--- src/rtl/man_framer.sv ---
// Manchester bit-stream framer: hunts for a sync word, reads a length byte,
// then assembles payload bytes into a first-word-fall-through output FIFO.
module man_framer #(
  parameter logic [15:0] SYNC_WORD  = 16'hA5C3,
  parameter int unsigned FIFO_DEPTH = 4
) (
  input  logic       aclk,
  input  logic       aresetn,
  input  logic [1:0] man_bits,
  input  logic [1:0] man_bits_n,
  output logic [7:0] m_axis_tdata,
  output logic       m_axis_tvalid,
  input  logic       m_axis_tready,
  output logic       m_axis_tlast,
  output logic       frame_active,
  output logic       overflow,
  output logic       proto_err
);

  localparam int unsigned AW = (FIFO_DEPTH > 1) ? $clog2(FIFO_DEPTH) : 1;
  localparam int unsigned CW = AW + 1;

  typedef enum logic [1:0] {HUNT, LEN, DATA} state_t;

  state_t      state, state_nx;
  logic [15:0] sync_q, sync_nx;
  logic [7:0]  shift_q, shift_nx;
  logic [2:0]  bit_cnt, bit_cnt_nx;
  logic [7:0]  rem_q, rem_nx;
  logic [1:0]  nbits;
  logic        cur;
  logic        done;
  logic        push;
  logic [8:0]  push_entry;

  logic [8:0]    mem [FIFO_DEPTH];
  logic [AW-1:0] wr_ptr, rd_ptr;
  logic [CW-1:0] count;
  logic          full, pop, wr_en;

  // Walk the cycle's bits one at a time so a state change can land between them
  always_comb begin
    state_nx   = state;
    sync_nx    = sync_q;
    shift_nx   = shift_q;
    bit_cnt_nx = bit_cnt;
    rem_nx     = rem_q;
    push       = 1'b0;
    push_entry = '0;
    done       = 1'b0;
    cur        = 1'b0;
    nbits      = (man_bits_n == 2'd3) ? 2'd0 : man_bits_n;
    for (int i = 0; i < 2; i++) begin
      if ((2'(i) < nbits) && !done) begin
        cur = man_bits[i];
        unique case (state_nx)
          HUNT: begin
            sync_nx = {sync_nx[14:0], cur};
            if (sync_nx == SYNC_WORD) begin
              state_nx   = LEN;
              bit_cnt_nx = '0;
              shift_nx   = '0;
            end
          end
          LEN: begin
            shift_nx = {shift_nx[6:0], cur};
            if (bit_cnt_nx == 3'd7) begin
              bit_cnt_nx = '0;
              if (shift_nx == 8'd0) begin
                state_nx = HUNT;
                sync_nx  = '0;
              end else begin
                state_nx = DATA;
                rem_nx   = shift_nx;
              end
            end else begin
              bit_cnt_nx = bit_cnt_nx + 3'd1;
            end
          end
          DATA: begin
            shift_nx = {shift_nx[6:0], cur};
            if (bit_cnt_nx == 3'd7) begin
              bit_cnt_nx = '0;
              push       = 1'b1;
              push_entry = {(rem_nx == 8'd1), shift_nx};
              if (rem_nx == 8'd1) begin
                // frame over: any later bit this cycle is thrown away
                state_nx = HUNT;
                sync_nx  = '0;
                done     = 1'b1;
              end
              rem_nx = rem_nx - 8'd1;
            end else begin
              bit_cnt_nx = bit_cnt_nx + 3'd1;
            end
          end
          default: state_nx = HUNT;
        endcase
      end
    end
  end

  // Framing state, counters and sticky flags
  always_ff @(posedge aclk or negedge aresetn) begin
    if (!aresetn) begin
      state        <= HUNT;
      sync_q       <= '0;
      shift_q      <= '0;
      bit_cnt      <= '0;
      rem_q        <= '0;
      frame_active <= 1'b0;
      overflow     <= 1'b0;
      proto_err    <= 1'b0;
    end else begin
      state        <= state_nx;
      sync_q       <= sync_nx;
      shift_q      <= shift_nx;
      bit_cnt      <= bit_cnt_nx;
      rem_q        <= rem_nx;
      frame_active <= (state_nx != HUNT);
      if (push && full && !pop) overflow <= 1'b1;
      if (man_bits_n == 2'd3) proto_err <= 1'b1;
    end
  end

  assign full  = (count == CW'(FIFO_DEPTH));
  assign pop   = m_axis_tvalid && m_axis_tready;
  assign wr_en = push && (!full || pop);

  assign m_axis_tvalid = (count != '0);
  assign {m_axis_tlast, m_axis_tdata} = mem[rd_ptr];

  // Output FIFO storage, pointers and occupancy
  always_ff @(posedge aclk or negedge aresetn) begin
    if (!aresetn) begin
      for (int i = 0; i < int'(FIFO_DEPTH); i++) mem[i] <= '0;
      wr_ptr <= '0;
      rd_ptr <= '0;
      count  <= '0;
    end else begin
      if (wr_en) begin
        mem[wr_ptr] <= push_entry;
        wr_ptr      <= wr_ptr + AW'(1);
      end
      if (pop) rd_ptr <= rd_ptr + AW'(1);
      unique case ({wr_en, pop})
        2'b10:   count <= count + CW'(1);
        2'b01:   count <= count - CW'(1);
        default: count <= count;
      endcase
    end
  end

endmodule

--- config.mk ---
export PLATFORM = sky130hd
export DESIGN_NAME = man_framer
export DESIGN_NICKNAME = d
export VERILOG_FILES = /design/src/rtl/man_framer.sv
export SDC_FILE = /design/constraint.sdc
export NUM_CORES = 1
export LEC_CHECK = 0
export BUFFER_PORTS_ARGS = -buffer_cell sky130_fd_sc_hd__buf_2
export CORE_ASPECT_RATIO = 1.1
export CORE_MARGIN = 4
export CORE_UTILIZATION = 30
export DETAILED_ROUTE_END_ITERATION = 12
export GPL_TIMING_DRIVEN = 0
export HOLD_SLACK_MARGIN = 0.05
export MAX_ROUTING_LAYER = met4
export PLACE_DENSITY = 0.56
export SLEW_MARGIN = 20
export SYNTH_ARGS = -nofsm -noshare
export SYNTH_HDL_FRONTEND = slang
export SYNTH_SLANG_ARGS = --single-unit
--- constraint.sdc ---
create_clock -name aclk -period 4.2 [get_ports aclk]
set_clock_uncertainty 0.1 [all_clocks]
set_input_delay 0.84 -clock aclk [delete_from_list [all_inputs] [get_ports aclk]]
set_output_delay 0.84 -clock aclk [all_outputs]
set_load 0.005 [all_outputs]
==> results.toml, run 1 <==
[detailed_routing]
firstDrtPassIters = 7
drt_iter0_markers = 302
vias = 4523
viasPerCell = 5.69
ant_nets = 0
finalWirelength_um = 14300
wire_per_inst_um = 17.9
drc = 0

[setup_path]
crit_path_end_kind = "flop"
crit_path_top_delay_cell = "or4_4"
arrival_ps = 4130
path_class = "input port to flop"
required_ps = 4300
critical_path_buf_inv_count = 2
cp_num_cells = 13
cp_top_family = "compound AO/OA/AOI/OAI gates"
path_max_fanout = 10
slowest_delay_ps = 580
ff2ff_path_depth = 14
cp-start-kind = "input port"
worstPathCellList = "buf_2 > or4_4 > o21ai_2 > a221o_1 > a21o_1 > ha_1 > and2_1 > o221ai_1 > o41ai_4 > nand3_1 > nor3_4 > buf_4 > o22ai_1"

[grt]
antenna_found_initial = 0
grt_max_degree = 55
grt_pass1_vias = 4616
use_met2_pct = 24.9
met1_usage_pct = 19.5
grt_first_pass_wirelength_um = 23800
grtUsageTotal_pct = 15.7
grt_most_used_layer = "met2"
grt.met3_usage_pct = 2.56
gr-total-overflow = 0

[synth]
synth_top_area_share_pct = 39.6
synth_edf_count = 0
netlist_top_cells_count = "dfrtp_1 (81), nand2_1 (76), o21ai_0 (50), nor2_1 (30), o22ai_1 (25)"
yosysTopAreaCell = "dfrtp_1"
syn_nets = 581
ys_dominant_reg_cell = "dfrtp_1"
synthesis.area_mm2 = 0.00511
yosysSeqAreaShare_pct = 39.6
synthArstFlopShare_pct = 100
yosysMostFrequentCell = "dfrtp_1"
synth.avg_cell_area_um2 = 9.30
synthTopCellsByArea = "dfrtp_1 (40%), ha_1 (5.6%), nand2_1 (5.6%)"
ys_seq_elements = 81
synth_cells = 550
ys_warn_count = 0
synthDistinctLibCells = 75

[sta]
tightest_slew_ps = 857
relSlewSlack_pct = 42.2
hold_viol = 0
setup_viol = 0
finalSetupTns_ps = 0
fmax_ghz = 0.248
timing.final.ws_setup_ps = 173
rsz0062_at_grt = "no"
min_period_ps = 4030
maxSlewViolCount = 0
fin_crit_sh_pct = 95.9

[clocking]
cts.sinks = 81
postCtsHoldBufs = 0
cts_buffers = 9
cts_htree_levels = 3
cts_root_buffer = "clkbuf_16"
cts_tree = "yes"
clock_latency_ps = 350
clk_pin_slew_ps = 70
clk_path_buf_depth = 2

[power]
ir_worst_vdd_mv = 0.178
p_per_area_mw_per_mm2 = 358
leakage_nw = 2.50

[run_status]
status = "completed"

[place]
gp_congestion = 0.919
io_buffers = 19
place_hpwl_um = 10500
pre_cts_ws_ps = -992

[floorplanning]
core_area_mm2 = 0.0166
fp.dieH_um = 145
rows = 49
die_area_mm2 = 0.0192
start_util_pct = 30.9
die_w_um = 132
io_pins = 20

[layout]
diodes = 0
synthToLayoutAreaGrowth_pct = 18.1
drive_gt1_share_pct = 17.9
fin_nets = 617
fill_cells = 1707

[job]
max-cap-violations = 0

[min_path]
hp-class = "input port to async pin"
-- cell families (layout without fill, tap and decap cells) --
| family | count (synthesis) | after routing | synth area share (%) |
|---|---|---|---|
| DFF | 81 | 81 | 39.6 |
| adders and majority gates | 24 | 24 | 6.02 |
| buffers and inverters | 49 | 90 | 3.67 |
| muxes | 18 | 18 | 5.80 |
| and+or+nand+nor | 187 | 187 | 19.6 |
| xor gates and xnor gates | 7 | 7 | 1.20 |
| AOI/OAI and AO/OA | 184 | 184 | 24.1 |
-- final cells by class --
| type | instances | area (µm²) | area share, % |
|---|---|---|---|
| multi-input cells | 420 | 3040 | 50.3 |
| plain buffers | 24 | 121 | 2.01 |
| flip-flops and latches | 81 | 2030 | 33.6 |
| repair buffers | 27 | 178 | 2.94 |
| inverters | 23 | 90.1 | 1.49 |
| clock buffers | 9 | 225 | 3.73 |
| clock inverters | 7 | 106 | 1.76 |
| well taps | 204 | 255 | 4.23 |
-- cells in the final DEF, fill, tap and decap left out, types with 5 or more instances in the layout --
cell / n
nand2_1: 75
clkbuf_1: 11
mux4_2: 9
a21o_1: 5
clkbuf_16: 9
buf_2: 18
buf_4: 10
a22oi_1: 22
mux2i_1: 6
nand3_1: 5
dfrtp_1: 81
o21ai_0: 50
ha_1: 20
a21oi_1: 19
o22ai_1: 23
nand2b_1: 8
nor2_1: 29
nor3_1: 6
inv_1: 22
a22o_1: 5
a31oi_1: 9
nand3b_1: 5
-- repair_timing --
item	in CTS	in global routing
pin swaps	0	5
resized for setup	23	19
setup endpoints to repair	66	59
buffers inserted	2	5
-- where the power goes --
group | internal, mW | leakage (nW) | switching, mW
sequential | 0.840 | 1.09 | 0.0685
combinational | 0.161 | 1.25 | 0.201
clock | 0.534 | 0.163 | 0.359
-- registers in the layout (all words and copies together), names as in the netlist --
name	count
frame_active	1
wr_ptr	2
mem	36
shift_q	7
rd_ptr	2
overflow	1
sync_q	15
state	2
count	3
rem_q	8
bit_cnt	3
proto_err	1
-- path summary, 6_finish.rpt --
path,start,end,slack (ps)
setup / recovery,man_bits[0],sync_q[11],170
hold / removal,aresetn,rem_q[5],320
setup reg to reg,bit_cnt[0],mem[3],210
hold reg to reg,overflow,overflow,360
max in group asynchronous,aresetn,shift_q[0],3090
min in group aclk,overflow,overflow,360
-- through the flow --
stage                     hold slack [ps]  std cells  instance area (µm²)  total power, mW  util [%]
after floorplan                       345        550                 5120             1.17         -
after global placement                345        773                 5470             1.27      33.0
after detailed placement              348        774                 5510             1.28      33.3
after CTS                             334        791                 5950             2.19      35.9
after global routing                  347        795                 6040             2.28      36.5
final                                 321        795                 6040             2.16      36.5
-- routing by layer --
metal  vias up  share of wire, %
li1       2144                 -
met1      2208                43
met2       133                49
met3        38               4.1
met4         0               3.5
met5         -                 0
Power figures use the tool's default switching activity.
==> inputs of run 2 (changes only) <==
--- a/config.mk
+++ b/config.mk
@@ -5,6 +5,7 @@
 export SDC_FILE = /design/constraint.sdc
 export NUM_CORES = 1
 export LEC_CHECK = 0
+export ABC_AREA = 1
 export BUFFER_PORTS_ARGS = -buffer_cell sky130_fd_sc_hd__buf_2
 export CORE_ASPECT_RATIO = 1.1
 export CORE_MARGIN = 4
==> results.toml, run 2 <==
[run_status]
status = "completed"

[synth]
synthArstFlopShare_pct = 100
synthDistinctLibCells = 41
synth.avg_cell_area_um2 = 7.04
synthesis.area_mm2 = 0.00525
yosysMostFrequentCell = "nand2_1"
netlist_top_cells_count = "nand2_1 (238), dfrtp_1 (81), o21ai_0 (78), inv_1 (74), nand3_1 (62)"
ys_dominant_reg_cell = "dfrtp_1"
synth_compound_area_share_pct = 14.3
synth_edf_count = 0
synth_top_family_by_area = "simple AND/OR/NAND/NOR gates"
synthTopCellsByArea = "dfrtp_1 (39%), nand2_1 (17%), o21ai_0 (7.4%)"
synth_top_area_share_pct = 38.6
synth_cells = 746
yosysSeqAreaShare_pct = 38.6
synth.area.mux_share_pct = 0.858
ys_warn_count = 0
synthXorXnorAreaFrac_pct = 0.834
ys_seq_elements = 81
syn_nets = 777
synthSimpleGateAreaFrac_pct = 31.5
yosys.area_share.adder_pct = 5.86
yosysTopAreaCell = "dfrtp_1"

[power]
leakage_nw = 3.04
p_per_area_mw_per_mm2 = 631
total_power_mw = 3.82
ir_worst_vdd_mv = 0.291

[sta]
fmax_ghz = 0.261
hold_viol = 0
relSlewSlack_pct = 55.6
rsz0062_at_grt = "yes"
maxSlewViolCount = 0
setup_viol = 0
min_period_ps = 3840
tightest_slew_ps = 664
fin_crit_sh_pct = 91.3

[setup_path]
path_max_fanout = 9
arrival_ps = 3960
crit_path_end_kind = "flop"
path_class = "flop to flop"
required_ps = 4320
critical_path_buf_inv_count = 5
slowest_delay_ps = 400
reg2reg_setup_slack_ps = 360
timing.rr.end = "count[2]"
cp_top_family = "adder cells"
crit_path_top_delay_cell = "dfrtp_1"
rr_startpoint = "bit_cnt[0]"
cp-start-kind = "flop"
ff2ff_path_depth = 21
cpMostUsedCell = "nand2_1"
worstPathCellList = "ha_1 > ha_1 > buf_4 > inv_4 > nor2_1 > nand2_1 > a21oi_1 > a21boi_2 > inv_1 > ha_2 > nand2_1 > inv_1 > nand2_1 > nand2_1 > nand2_1 > ha_1 > inv_1 > fa_1 > a21oi_1 > o21ai_0 > xor2_1"

[place]
place_hpwl_um = 10500
gp_congestion = 0.923
io_buffers = 19
place_inst = 1000

[grt]
grtUsageTotal_pct = 15.3
antenna_found_initial = 0
gr-total-overflow = 0
grt_pass1_vias = 4667
grt_max_degree = 49
grt_first_pass_wirelength_um = 23700

[detailed_routing]
drt_iter0_markers = 240
wire_per_inst_um = 13.9
finalWirelength_um = 14100
firstDrtPassIters = 4
viasPerCell = 4.74
route.met2.wl_um = 6620
dr_wl_met3_um = 531
drt-met1-wl_um = 6740
vias = 4812
ant_nets = 0
drc = 0
top_layer = "met4"

[floorplanning]
core_area_mm2 = 0.0171
start_util_pct = 30.7
fp.dieH_um = 147
rows = 50
die_area_mm2 = 0.0197
io_pins = 20
die_w_um = 134

[clocking]
clk_path_buf_depth = 2
cts_buffers = 9
clk_pin_slew_ps = 70
clock_latency_ps = 350
cts.sinks = 81
postCtsHoldBufs = 0
cts_tree = "yes"
cts_root_buffer = "clkbuf_16"
cts_htree_levels = 3

[job]
max-cap-violations = 0

[layout]
synthToLayoutAreaGrowth_pct = 15.4
largest_reg_flops = 36
fill_cells = 1883
layout_commonest_cell = "nand2_1"
top_regs = "mem: 36 flops, sync_q: 15 flops, rem_q: 8 flops"
fin_nets = 808
stdcell_count = 1016
regMostFlops = "mem"
drive_gt1_share_pct = 12.0
diodes = 0
utilization_pct = 35.5
mostFrequentLayoutCells = "nand2_1 (234), dfrtp_1 (81), o21ai_0 (78), inv_1 (73), nand3_1 (62)"

[min_path]
hp-class = "input port to async pin"
==> run 2: cell count changes after synthesis, moves of 17 or more <==
cell	previous run	this run
a22oi_1	22	0
inv_1	23	74
nor2_1	30	60
o21ai_0	50	78
nand2_1	76	238
nand3_1	7	62
o21ai_1	1	18
==> run 2: per-layer routing <==
layer | global-route usage (%) | vias up
li1 | - | 2471
met1 | 19.7 | 2232
met2 | 24.7 | 93
met3 | 2.67 | 16
met4 | 4.84 | 0
met5 | - | -
==> run 2: worst max-delay path by stage <==
stage                  start  endpoint  cells after the start
2_1_floorplan  man_bits_n[0]  count[2]                     20
3_3_place_gp   man_bits_n[0]    mem[7]                     19
3_5_place_dp   man_bits_n[0]   mem[16]                     19
4_1_cts        man_bits_n[0]  count[2]                     22
5_1_grt           bit_cnt[0]  count[2]                     21
6_report          bit_cnt[0]  count[2]                     21
==> run 2: cell families after synthesis <==
kind of cell	count (synthesis)
multiplexers	4
AND/OR/NAND/NOR	389
XOR/XNOR	5
adder cells (fa/ha/maj)	24
buffers and inverters	106
flip-flops	81
AO/OA/AOI/OAI	137
==> run 2: cell type report <==
type | instances | area [µm²] | area share, %
multi-input cells | 559 | 2830 | 46.8
flip-flops and latches | 81 | 2030 | 33.5
inverters | 83 | 314 | 5.19
well taps | 234 | 293 | 4.84
clock buffers | 9 | 225 | 3.72
repair buffers | 21 | 133 | 2.19
clock inverters | 7 | 124 | 2.05
plain buffers | 22 | 108 | 1.78
==> run 2: timing repair <==
action                                 4_1_cts  5_1_grt
setup endpoints to repair                   33       38
endpoints found under the hold margin        0        0
resized for setup                            3       14
buffers inserted                             0        1
pin swaps                                    0        1
==> run 2: power by group <==
group	switching [mW]	internal [mW]
clock network	0.355	0.589
registers	0.144	0.941
logic	1.20	0.585
==> run 2: metrics by stage <==
step	setup TNS [ps]	cell area, µm²	setup WS [ps]	hold WS, ps
global placement	-14500	5640	-490	349
floorplan	0	5250	307	348
finish	0	6050	364	361
global route	-15.4	6050	-15.4	383
CTS	0	6020	25.9	367
detailed placement	-14730	5670	-502	352
